File: src/rtl/usb_rx_gen_pkg.sv
// Shared types and constants for the USB bit-level receiver.
package usb_rx_gen_pkg;

  // Error classes reported on err_code
  typedef enum logic [1:0] {
    RX_ERR_NONE  = 2'd0,
    RX_ERR_STUFF = 2'd1,
    RX_ERR_ALIGN = 2'd2,
    RX_ERR_OVFL  = 2'd3
  } rx_err_e;

  // Receiver FSM states
  typedef enum logic [2:0] {
    ST_IDLE      = 3'd0,
    ST_DATA      = 3'd1,
    ST_STRIP_EOP = 3'd2,
    ST_ERROR     = 3'd3,
    ST_ABORT     = 3'd4
  } rx_state_e;

  // Minimum decoded zeros closing SYNC for full/low speed and high speed
  localparam int SYNC_ZEROS_FS = 6;
  localparam int SYNC_ZEROS_HS = 12;

  // After this many consecutive ones the transmitter inserts a zero
  localparam int STUFF_RUN = 6;

  // Idle line level (J) as seen on d_i
  localparam logic LINE_J = 1'b0;

endpackage

File: src/rtl/usb_nrzi_unstuff.sv
// NRZI decoder and bit unstuffer: turns raw line levels into data bits,
// drops stuffed zeros and flags a seventh consecutive one while running.
module usb_nrzi_unstuff
  import usb_rx_gen_pkg::*;
(
  input  logic i_clk,
  input  logic i_reset_n,
  input  logic i_clk_en,
  input  logic i_d,
  input  logic i_run,
  output logic o_bit,
  output logic o_bit_en,
  output logic o_stuff_err
);

  logic       r_prev_line;
  logic [2:0] r_ones;
  logic       w_dec;
  logic       w_at_limit;

  // A bit is one when the line did not change since the previous bit
  assign w_dec       = (i_d == r_prev_line);
  assign w_at_limit  = i_run && (r_ones == 3'(STUFF_RUN));
  assign o_bit       = w_dec;
  assign o_bit_en    = i_clk_en && !(w_at_limit && !w_dec);
  assign o_stuff_err = i_clk_en && w_at_limit && w_dec;

  // Track the previous line level on every bit strobe
  always_ff @(posedge i_clk or negedge i_reset_n) begin
    if (!i_reset_n) r_prev_line <= LINE_J;
    else if (i_clk_en) r_prev_line <= i_d;
  end

  // Count consecutive decoded ones only while the packet body is running
  always_ff @(posedge i_clk or negedge i_reset_n) begin
    if (!i_reset_n) begin
      r_ones <= '0;
    end else if (!i_run) begin
      r_ones <= '0;
    end else if (i_clk_en) begin
      if (!w_dec) r_ones <= '0;
      else if (!w_at_limit) r_ones <= r_ones + 3'd1;
    end
  end

endmodule

File: src/rtl/usb_rx_gen.sv
// USB bit-level receiver: SYNC hunt, byte assembly, per-packet byte count
// and classified sticky error reporting with automatic recovery via ABORT.
module usb_rx_gen
  import usb_rx_gen_pkg::*;
#(
  parameter int SYNC_MIN_ZEROS  = SYNC_ZEROS_FS,
  parameter int MAX_BYTES       = 1027,
  parameter int CNT_W           = 11,
  parameter int ABORT_IDLE_BITS = 8
) (
  input  logic             clk,
  input  logic             reset_n,
  input  logic             clk_en,
  input  logic             d_i,
  input  logic             eop,
  output logic [7:0]       data,
  output logic             valid,
  output logic             active,
  output logic [CNT_W-1:0] byte_cnt,
  output logic             error,
  output logic [1:0]       err_code
);

  localparam int ZW = $clog2(SYNC_MIN_ZEROS + 1);
  localparam int AW = $clog2(ABORT_IDLE_BITS + 1);

  rx_state_e        r_state;
  rx_state_e        w_next;
  rx_err_e          w_err_cause;
  rx_err_e          r_err_code;
  logic [ZW-1:0]    r_zeros;
  logic [AW-1:0]    r_idle_ones;
  logic [2:0]       r_bit_cnt;
  logic [7:0]       r_shift;
  logic [7:0]       r_data;
  logic             r_valid;
  logic [CNT_W-1:0] r_byte_cnt;
  logic             w_active;
  logic             w_error;

  logic w_bit;
  logic w_bit_en;
  logic w_stuff_err;
  logic w_run;
  logic w_sync_done;
  logic w_data_bit;
  logic w_byte_done;
  logic w_ovfl;
  logic w_deliver;
  logic w_abort_done;

  usb_nrzi_unstuff u_nrzi (
    .i_clk       (clk),
    .i_reset_n   (reset_n),
    .i_clk_en    (clk_en),
    .i_d         (d_i),
    .i_run       (w_run),
    .o_bit       (w_bit),
    .o_bit_en    (w_bit_en),
    .o_stuff_err (w_stuff_err)
  );

  // eop wins over any bit arriving in the same cycle, so a byte that
  // completes alongside eop never counts as a data bit
  assign w_run        = (r_state == ST_DATA);
  assign w_sync_done  = (r_state == ST_IDLE) && w_bit_en && w_bit &&
                        (r_zeros >= ZW'(SYNC_MIN_ZEROS));
  assign w_data_bit   = (r_state == ST_DATA) && !eop && w_bit_en && !w_stuff_err;
  assign w_byte_done  = w_data_bit && (r_bit_cnt == 3'd7);
  assign w_ovfl       = w_byte_done && (r_byte_cnt == CNT_W'(MAX_BYTES));
  assign w_deliver    = w_byte_done && !w_ovfl;
  assign w_abort_done = (r_state == ST_ABORT) && w_bit_en && w_bit &&
                        (r_idle_ones == AW'(ABORT_IDLE_BITS - 1));

  assign data     = r_data;
  assign valid    = r_valid;
  assign active   = w_active;
  assign byte_cnt = r_byte_cnt;
  assign error    = w_error;
  assign err_code = r_err_code;

  // State register
  always_ff @(posedge clk or negedge reset_n) begin
    if (!reset_n) r_state <= ST_IDLE;
    else r_state <= w_next;
  end

  // Next-state logic, error classification and state-decoded outputs
  always_comb begin
    w_next      = r_state;
    w_err_cause = RX_ERR_NONE;
    w_active    = 1'b0;
    w_error     = 1'b0;
    unique case (r_state)
      ST_IDLE: begin
        if (w_sync_done) w_next = ST_DATA;
      end
      ST_DATA: begin
        w_active = 1'b1;
        if (eop) begin
          if (r_bit_cnt == 3'd0) begin
            w_next = ST_STRIP_EOP;
          end else begin
            w_next      = ST_ERROR;
            w_err_cause = RX_ERR_ALIGN;
          end
        end else if (w_stuff_err) begin
          w_next      = ST_ERROR;
          w_err_cause = RX_ERR_STUFF;
        end else if (w_ovfl) begin
          w_next      = ST_ERROR;
          w_err_cause = RX_ERR_OVFL;
        end
      end
      ST_STRIP_EOP: begin
        w_active = 1'b1;
        w_next   = ST_IDLE;
      end
      ST_ERROR: begin
        w_error = 1'b1;
        w_next  = ST_ABORT;
      end
      ST_ABORT: begin
        if (w_abort_done) w_next = ST_IDLE;
      end
      default: w_next = ST_IDLE;
    endcase
  end

  // SYNC hunt: saturating count of decoded zeros, only meaningful in IDLE
  always_ff @(posedge clk or negedge reset_n) begin
    if (!reset_n) begin
      r_zeros <= '0;
    end else if ((r_state != ST_IDLE) || w_sync_done) begin
      r_zeros <= '0;
    end else if (w_bit_en) begin
      if (w_bit) r_zeros <= '0;
      else if (r_zeros < ZW'(SYNC_MIN_ZEROS)) r_zeros <= r_zeros + ZW'(1);
    end
  end

  // Consecutive J bits seen while waiting in ABORT
  always_ff @(posedge clk or negedge reset_n) begin
    if (!reset_n) begin
      r_idle_ones <= '0;
    end else if (r_state != ST_ABORT) begin
      r_idle_ones <= '0;
    end else if (w_bit_en) begin
      if (w_bit) r_idle_ones <= r_idle_ones + AW'(1);
      else r_idle_ones <= '0;
    end
  end

  // Byte assembly: bits arrive LSB first and enter at the MSB
  always_ff @(posedge clk or negedge reset_n) begin
    if (!reset_n) begin
      r_shift   <= '0;
      r_bit_cnt <= '0;
    end else if (w_sync_done) begin
      r_bit_cnt <= '0;
    end else if (w_data_bit) begin
      r_shift   <= {w_bit, r_shift[7:1]};
      r_bit_cnt <= r_bit_cnt + 3'd1;
    end
  end

  // Deliver completed bytes one clock after their last bit and count them
  always_ff @(posedge clk or negedge reset_n) begin
    if (!reset_n) begin
      r_data     <= '0;
      r_valid    <= 1'b0;
      r_byte_cnt <= '0;
    end else begin
      r_valid <= w_deliver;
      if (w_deliver) begin
        r_data     <= {w_bit, r_shift[7:1]};
        r_byte_cnt <= r_byte_cnt + CNT_W'(1);
      end else if (w_sync_done) begin
        r_byte_cnt <= '0;
      end
    end
  end

  // Sticky error class: cleared by a completed SYNC, loaded on entry to ERROR
  always_ff @(posedge clk or negedge reset_n) begin
    if (!reset_n) begin
      r_err_code <= RX_ERR_NONE;
    end else if (w_sync_done) begin
      r_err_code <= RX_ERR_NONE;
    end else if ((r_state == ST_DATA) && (w_next == ST_ERROR)) begin
      r_err_code <= w_err_cause;
    end
  end

endmodule

File: config.mk
export PLATFORM = sky130hd
export DESIGN_NAME = usb_rx_gen
export DESIGN_NICKNAME = d
export VERILOG_FILES = /design/src/rtl/usb_rx_gen_pkg.sv /design/src/rtl/usb_nrzi_unstuff.sv /design/src/rtl/usb_rx_gen.sv
export SDC_FILE = /design/constraint.sdc
export NUM_CORES = 1
export LEC_CHECK = 0
export ABC_AREA = 1
export CORE_MARGIN = 2
export CORE_UTILIZATION = 42
export DETAILED_ROUTE_END_ITERATION = 6
export GPL_TIMING_DRIVEN = 0
export PLACE_DENSITY = 0.61
export SYNTH_ARGS = -nofsm -noshare
export SYNTH_HDL_FRONTEND = slang
export SYNTH_HIERARCHICAL = 1
export SYNTH_SLANG_ARGS = --single-unit
File: constraint.sdc
create_clock -name clk -period 2.15 [get_ports clk]
set_input_delay 0.215 -clock clk [delete_from_list [all_inputs] [get_ports clk]]
set_output_delay 0.215 -clock clk [all_outputs]
set_load 0.01 [all_outputs]
==> impl_metrics.csv, run 1 <==
group,metric,value,unit
outcome,outcome,"completed",
timing,timing.fmax,0.497,GHz
timing,fin_crit_sh,93.6,%
placed_design,routabilityCongestion,0.794,
timing,rsz0062_at_grt,"no",
synthesis,synth-warning-count,6,
floorplanning,die-area,0.00618,mm²
synthesis,synth_area,0.00234,mm²
worst_setup_path,rr_worst_depth,13,
worst_setup_path,critPathMostFrequentCell,"nor2_4",
synthesis,synth.avg_cell_area,8.35,µm²
worst_setup_path,ff2ff_setup_slack,0.14,ns
layout,nets,337,
global_routing,grt_max_degree,29,
timing,hold_viol,0,
drt,totalWireLength,4630,µm
drt,first_pass_iters,4,
layout,drive_above_1_share,13.0,%
timing,finalMaxSlewViolations,0,
timing,skew,0.00867,ns
worst_setup_path,crit_path_start_kind,"register",
synthesis,syn-num-nets,294,
floorplanning,fp.dieH,78.6,µm
drt,routed_via_density,4.84,
clock_network,max-clock-path-buffers,2,
floorplanning,initial_core_util,43.0,%
floorplanning,num_io_pins,29,
worst_setup_path,cp_slowest_stage_delay,0.43,ns
clock_network,cts_root_buf,"clkbuf_8",
layout,final_cells,395,
synthesis,syn_inst,280,
worst_hold_path,min_path_type,"in2async",
power,power_density,504,mW/mm²
worst_setup_path,r2r-start,"r_state[2]",
clock_network,cts_sinks,46,
layout,insertedDiodeCount,0,
global_routing,grt.total_usage,16.8,%
worst_setup_path,arrival,2.24,ns
drt,vias,1913,
power,switchingPower,336,µW
global_routing,antenna_found_initial,0,
drt,wl_per_cell,11.7,µm
power,ir_drop,358,µV
run,drv_cap,0,
synthesis,synth-seq-area-share,49.3,%
worst_setup_path,crit_type,"reg2reg",
synthesis,yosysUniqueCellTypes,29,
worst_setup_path,crit_required,2.37,ns
worst_setup_path,crit_fanout,8,
synthesis,ys_ff_latch,46,
timing,tightest_slew,0.460,ns
placed_design,dp.cells,381,
drt,antenna_left,0,
floorplanning,core,0.00544,mm²
layout,regArea,0.00115,mm²
drt,drt-initial-drc-count,92,
global_routing,grt_pass1_vias,1775,
timing,max_slew_margin,69.3,%
power,leakagePower,0.00140,µW
power,clockPowerShare,33.8,%
worst_setup_path,r2r-end,"byte_cnt[7]",
drt,route.detailed.drc,0,
floorplanning,rows,27,
power,power,1470,µW
placed_design,dp.final_hpwl,3370,µm
power,p_sw_share,22.9,%
global_routing,grt_pass1_wl,8170,µm
clock_network,cts.clk_slew.worst_paths,0.08,ns
worst_setup_path,critPathCaptureType,"register",
worst_setup_path,path_cells,"nor2_4 -> inv_2 -> nor2_4 -> nand3_2 -> clkinv_2 -> nand2_2 -> nor2_2 -> nor2_4 -> nand3_4 -> nor2_4 -> nand2_4 -> nand2_2 -> o22ai_1",
worst_setup_path,cp_slowest_cell,"dfrtp_2",
clock_network,h-tree-depth,2,
placed_design,port_buffers,28,
timing,setup_viol,0,
clock_network,cts_tree,"built",
layout,num-fill-cells,521,
layout,multiInputGateArea,0.00103,mm²
floorplanning,die_w,78.6,µm
clock_network,clk_latency,0.30,ns
power,seqPwrFrac,60.1,%
layout,syn2layout_area_growth,24.4,%
power,p_int,1130,µW
global_routing,grt_overflow,0,
timing,finalCriticalPeriod,2.01,ns
power,p_comb_share,6.1,%
clock_network,cts_buffers,5,
## what timing repair did
item                                   in CTS  in global routing
hold buffers                                1                  0
resized for setup                           5                 14
endpoints found under the hold margin      18                  0
setup endpoints to repair                  34                 30
pin swaps                                   1                  4
setup buffers                               2                  4
## worst max-delay path by stage
| stage | from | end | slack, ns | cells after the start |
|---|---|---|---|---|
| after floorplan | r_state[2] | byte_cnt[2] | 0.16 | 14 |
| after global placement | reset_n | byte_cnt[5] | -0.49 | 1 |
| after detailed placement | r_state[2] | byte_cnt[2] | -0.20 | 14 |
| after CTS | r_state[2] | byte_cnt[8] | 0.008 | 13 |
| after global routing | u_nrzi/r_ones[0] | err_code[1] | 0.006 | 12 |
| final | r_state[2] | byte_cnt[7] | 0.14 | 13 |
## Yosys cell counts (all sizes together)
cell type | n | area, µm²
a21o | 1 | 7.51
a21oi | 5 | 25.0
a31oi | 1 | 6.26
buf | 2 | 22.5
clkbuf | 1 | 3.75
clkinv | 1 | 5.00
dfrtp | 46 | 1150
ha | 9 | 113
inv | 45 | 169
nand2 | 65 | 269
nand3 | 29 | 163
nand4 | 5 | 31.3
nor2 | 25 | 109
nor3 | 3 | 15.0
o2111ai | 1 | 15.0
o21ai | 33 | 165
o22ai | 3 | 25.0
o31ai | 1 | 7.51
xnor2 | 2 | 17.5
xor2 | 2 | 17.5
## flip-flops by register name, summed over array words and instances (netlist names)
| register | cells |
|---|---|
| valid | 1 |
| r_state | 3 |
| r_zeros | 3 |
| r_idle_ones | 4 |
| u_nrzi/r_ones | 3 |
| data | 8 |
| u_nrzi/r_prev_line | 1 |
| r_bit_cnt | 3 |
| r_shift | 7 |
| err_code | 2 |
| byte_cnt | 11 |
## layout make-up
type | count | area share [%]
buffer | 3 | 0.904
clock buffer | 7 | 2.63
inverter | 46 | 6.07
multi-input combinational | 185 | 35.6
sequential | 46 | 39.6
tap | 72 | 3.10
timing repair buffer | 36 | 12.1
## placed cells by master (no fill, tap or decap), drive strengths merged
cell,netlist,layout
nand2,65,65
dfrtp,46,46
inv,45,45
o21ai,33,33
nand3,29,29
clkdlybuf4s50,0,27
nor2,25,25
buf,2,11
ha,9,9
clkbuf,1,7
nand4,5,5
a21oi,5,5
nor3,3,3
o22ai,3,3
xor2,2,2
xnor2,2,2
o2111ai,1,1
o31ai,1,1
a21o,1,1
dlygate4sd3,0,1
clkinv,1,1
a31oi,1,1
## critical path: cells and delay by family, from the launching register on
kind / cells / cell delay [ns]
compound gates: 1 / 0.19
simple gates: 10 / 1.16
flops: 1 / 0.43
buf+inv: 2 / 0.14
## power groups by stage
stage               combinational (µW)  clock, µW  sequential (µW)
floorplan                         41.6          0              897
global placement                  76.9          0              899
detailed placement                82.3          0              898
CTS                               86.0        520              882
global route                       104        561              883
finish                            89.5        495              881
## logic make-up (layout without fill, tap and decap cells)
| family | after synthesis | count (layout) | synth area share, % |
|---|---|---|---|
| buffers and inverters | 49 | 92 | 8.56 |
| adder cells (fa/ha/maj) | 9 | 9 | 4.82 |
| AND/OR/NAND/NOR | 127 | 127 | 25.1 |
| XOR/XNOR | 4 | 4 | 1.50 |
| flip-flops | 46 | 46 | 49.3 |
| AO/OA/AOI/OAI | 45 | 45 | 10.8 |
## metrics by stage
step | setup WS, ns | instance area (µm²) | hold WS (ns) | util [%] | TNS (ns)
floorplan | 0.159 | 2340 | -0.0806 | - | 0
global placement | -0.490 | 2710 | 0.468 | 49.8 | -27.26
detailed placement | -0.205 | 2720 | 0.198 | 50.1 | -4.83
CTS | 0.00789 | 2850 | 0.411 | 52.4 | 0
global route | 0.00646 | 2910 | 0.430 | 53.4 | 0
finish | 0.138 | 2910 | 0.391 | 53.4 | 0
## per-layer routing
layer	up-vias	track usage, %	share of wire (%)
met5	-	0	0
met4	0	5.26	1.2
met3	4	4.14	3.5
met2	33	26.4	46
met1	889	22.8	50
li1	987	-	-
Power figures use the tool's default switching activity.
==> run 2, diff against run 1 <==
Settings changed: TNS_END_PERCENT from default to 10.
==> run 2 against run 1 <==
Worst hold slack about the same. Non-clock buffer count down 1. Worst setup slack worse by 0.010 ns. Die area unchanged. Clock power about the same. Wire length down 0.41%. Final cell count down 0.25%. Power about the same. Critical path type unchanged.
==> impl_metrics.csv, run 2 (synthesized netlist as in run 1, its figures left out) <==
group,metric,value,unit
clock_network,max-clock-path-buffers,2,
worst_hold_path,min_path_type,"in2async",
worst_setup_path,r2r-start,"r_state[2]",
layout,nets,336,
floorplanning,num_io_pins,29,
layout,num-fill-cells,524,
timing,setup_ws,0.128,ns
worst_setup_path,cp_slowest_cell,"dfrtp_2",
global_routing,grt.total_usage,16.8,%
layout,syn2layout_area_growth,24.0,%
drt,dr_wl_met3,153,µm
worst_setup_path,critPathCaptureType,"register",
timing,hold_viol,0,
run,drv_cap,0,
power,ir_drop,359,µV
floorplanning,die_w,78.6,µm
worst_setup_path,ff2ff_setup_slack,0.13,ns
power,power_density,506,mW/mm²
drt,wl_met2,2110,µm
power,leakagePower,0.00140,µW
global_routing,grt_pass1_vias,1775,
clock_network,cts.clk_slew.worst_paths,0.08,ns
timing,setup_viol,0,
placed_design,dp.final_hpwl,3370,µm
clock_network,cts_tree,"built",
placed_design,routabilityCongestion,0.794,
floorplanning,die-area,0.00618,mm²
clock_network,cts_root_buf,"clkbuf_8",
drt,wl_per_cell,11.7,µm
layout,largest_reg_flops,11,
placed_design,post-place-ws,-0.205,ns
worst_setup_path,path_delay_family,"simple AND/OR/NAND/NOR gates",
timing,finalCriticalPeriod,2.02,ns
worst_setup_path,critPathMostFrequentCell,"nor2_4",
drt,first_pass_iters,4,
floorplanning,rows,27,
layout,drive_above_1_share,13.0,%
worst_setup_path,crit_fanout,10,
clock_network,cts_sinks,46,
worst_setup_path,crit_required,2.36,ns
timing,max_slew_margin,69.3,%
placed_design,port_buffers,28,
worst_setup_path,critPathBufInv,3,
drt,met1Wirelength,2290,µm
timing,rsz0062_at_grt,"yes",
worst_setup_path,crit_type,"reg2reg",
timing,skew,0.00932,ns
floorplanning,initial_core_util,43.0,%
timing,finalMaxSlewViolations,0,
worst_setup_path,arrival,2.24,ns
layout,multiInputGateArea,0.00103,mm²
clock_network,clk_latency,0.30,ns
timing,fin_crit_sh,94.0,%
clock_network,cts_buffers,5,
global_routing,antenna_found_initial,0,
floorplanning,fp.dieH,78.6,µm
drt,route.detailed.drc,0,
layout,final_cells,394,
drt,antenna_left,0,
global_routing,grt_max_degree,29,
layout,regArea,0.00115,mm²
drt,totalWireLength,4610,µm
worst_setup_path,crit_path_start_kind,"register",
layout,final_cell_mix,"nand2_1 (58), dfrtp_1 (45), inv_1 (40)",
worst_setup_path,path_cells,"nor2_4 -> inv_2 -> nor2_4 -> nand3_2 -> clkinv_2 -> nand2_2 -> nor2_2 -> nor2_4 -> nand3_4 -> nor2_4 -> nand2_4 -> buf_6 -> nand3_1 -> o31ai_1",
layout,insertedDiodeCount,0,
layout,final_common_cell,"nand2_1",
clock_network,h-tree-depth,2,
global_routing,grt_overflow,0,
global_routing,grt_pass1_wl,8170,µm
drt,vias,1905,
outcome,outcome,"completed",
drt,routed_via_density,4.84,
worst_setup_path,rr_worst_depth,14,
timing,hold_ws,0.391,ns
timing,timing.fmax,0.495,GHz
worst_setup_path,cp_slowest_stage_delay,0.46,ns
placed_design,dp.cells,381,
floorplanning,core,0.00544,mm²
drt,top_layer,"met4",
drt,drt-initial-drc-count,100,
timing,tightest_slew,0.460,ns
worst_setup_path,r2r-end,"byte_cnt[2]",
==> run 2: changes by cell type in the layout (fill, tap and decap cells not counted) <==
cell / delta
inv_2: +1
clkbuf_2: +1
buf_1: -1
buf_4: -1
inv_4: -1
==> run 2: repair_timing <==
action                     CTS  global route
resized for setup            5            14
pin swaps                    1             5
hold buffers                 1             0
setup endpoints to repair   34            30
buffers inserted             2             3
hold endpoints to repair    18             0
==> run 2: per-layer routing <==
layer,global-route usage (%),up-vias
li1,-,987
met1,22.8,885
met2,26.4,29
met3,4.14,4
met4,5.26,0
met5,0,-
==> run 2: layout make-up <==
class                      count  area share (%)
timing repair buffer          35            11.8
buffer                         3           0.950
sequential                    46            39.8
multi-input combinational    185            35.7
inverter                      46            6.00
tap                           72            3.11
clock buffer                   7            2.63
==> run 2: how the worst max path moves through the flow <==
| stage | to | start | cells after the start | slack, ns |
|---|---|---|---|---|
| 2_1_floorplan | byte_cnt[2] | r_state[2] | 14 | 0.16 |
| 3_3_place_gp | byte_cnt[5] | reset_n | 1 | -0.49 |
| 3_5_place_dp | byte_cnt[2] | r_state[2] | 14 | -0.20 |
| 4_1_cts | byte_cnt[8] | r_state[2] | 13 | 0.008 |
| 5_1_grt | byte_cnt[7] | r_state[2] | 13 | 0.001 |
| 6_report | byte_cnt[2] | r_state[2] | 14 | 0.13 |
==> run 2: report_power, final <==
part	total (µW)	internal, µW	switching (µW)	leakage, µW
Sequential	882	875	7.50	0.000587
Combinational	87.2	29.6	57.6	0.000771
Clock	496	224	272	0.0000383
==> run 2: metrics by stage <==
stage                     power (µW)  setup TNS, ns  utilization [%]  instance area [µm²]
after global routing            1550              0             53.3                 2900
after detailed placement         981          -4.83             50.1                 2720
after global placement           975         -27.26             49.8                 2710
final                           1470              0             53.3                 2900
after floorplan                  939              0                -                 2340
after CTS                       1490              0             52.4                 2850
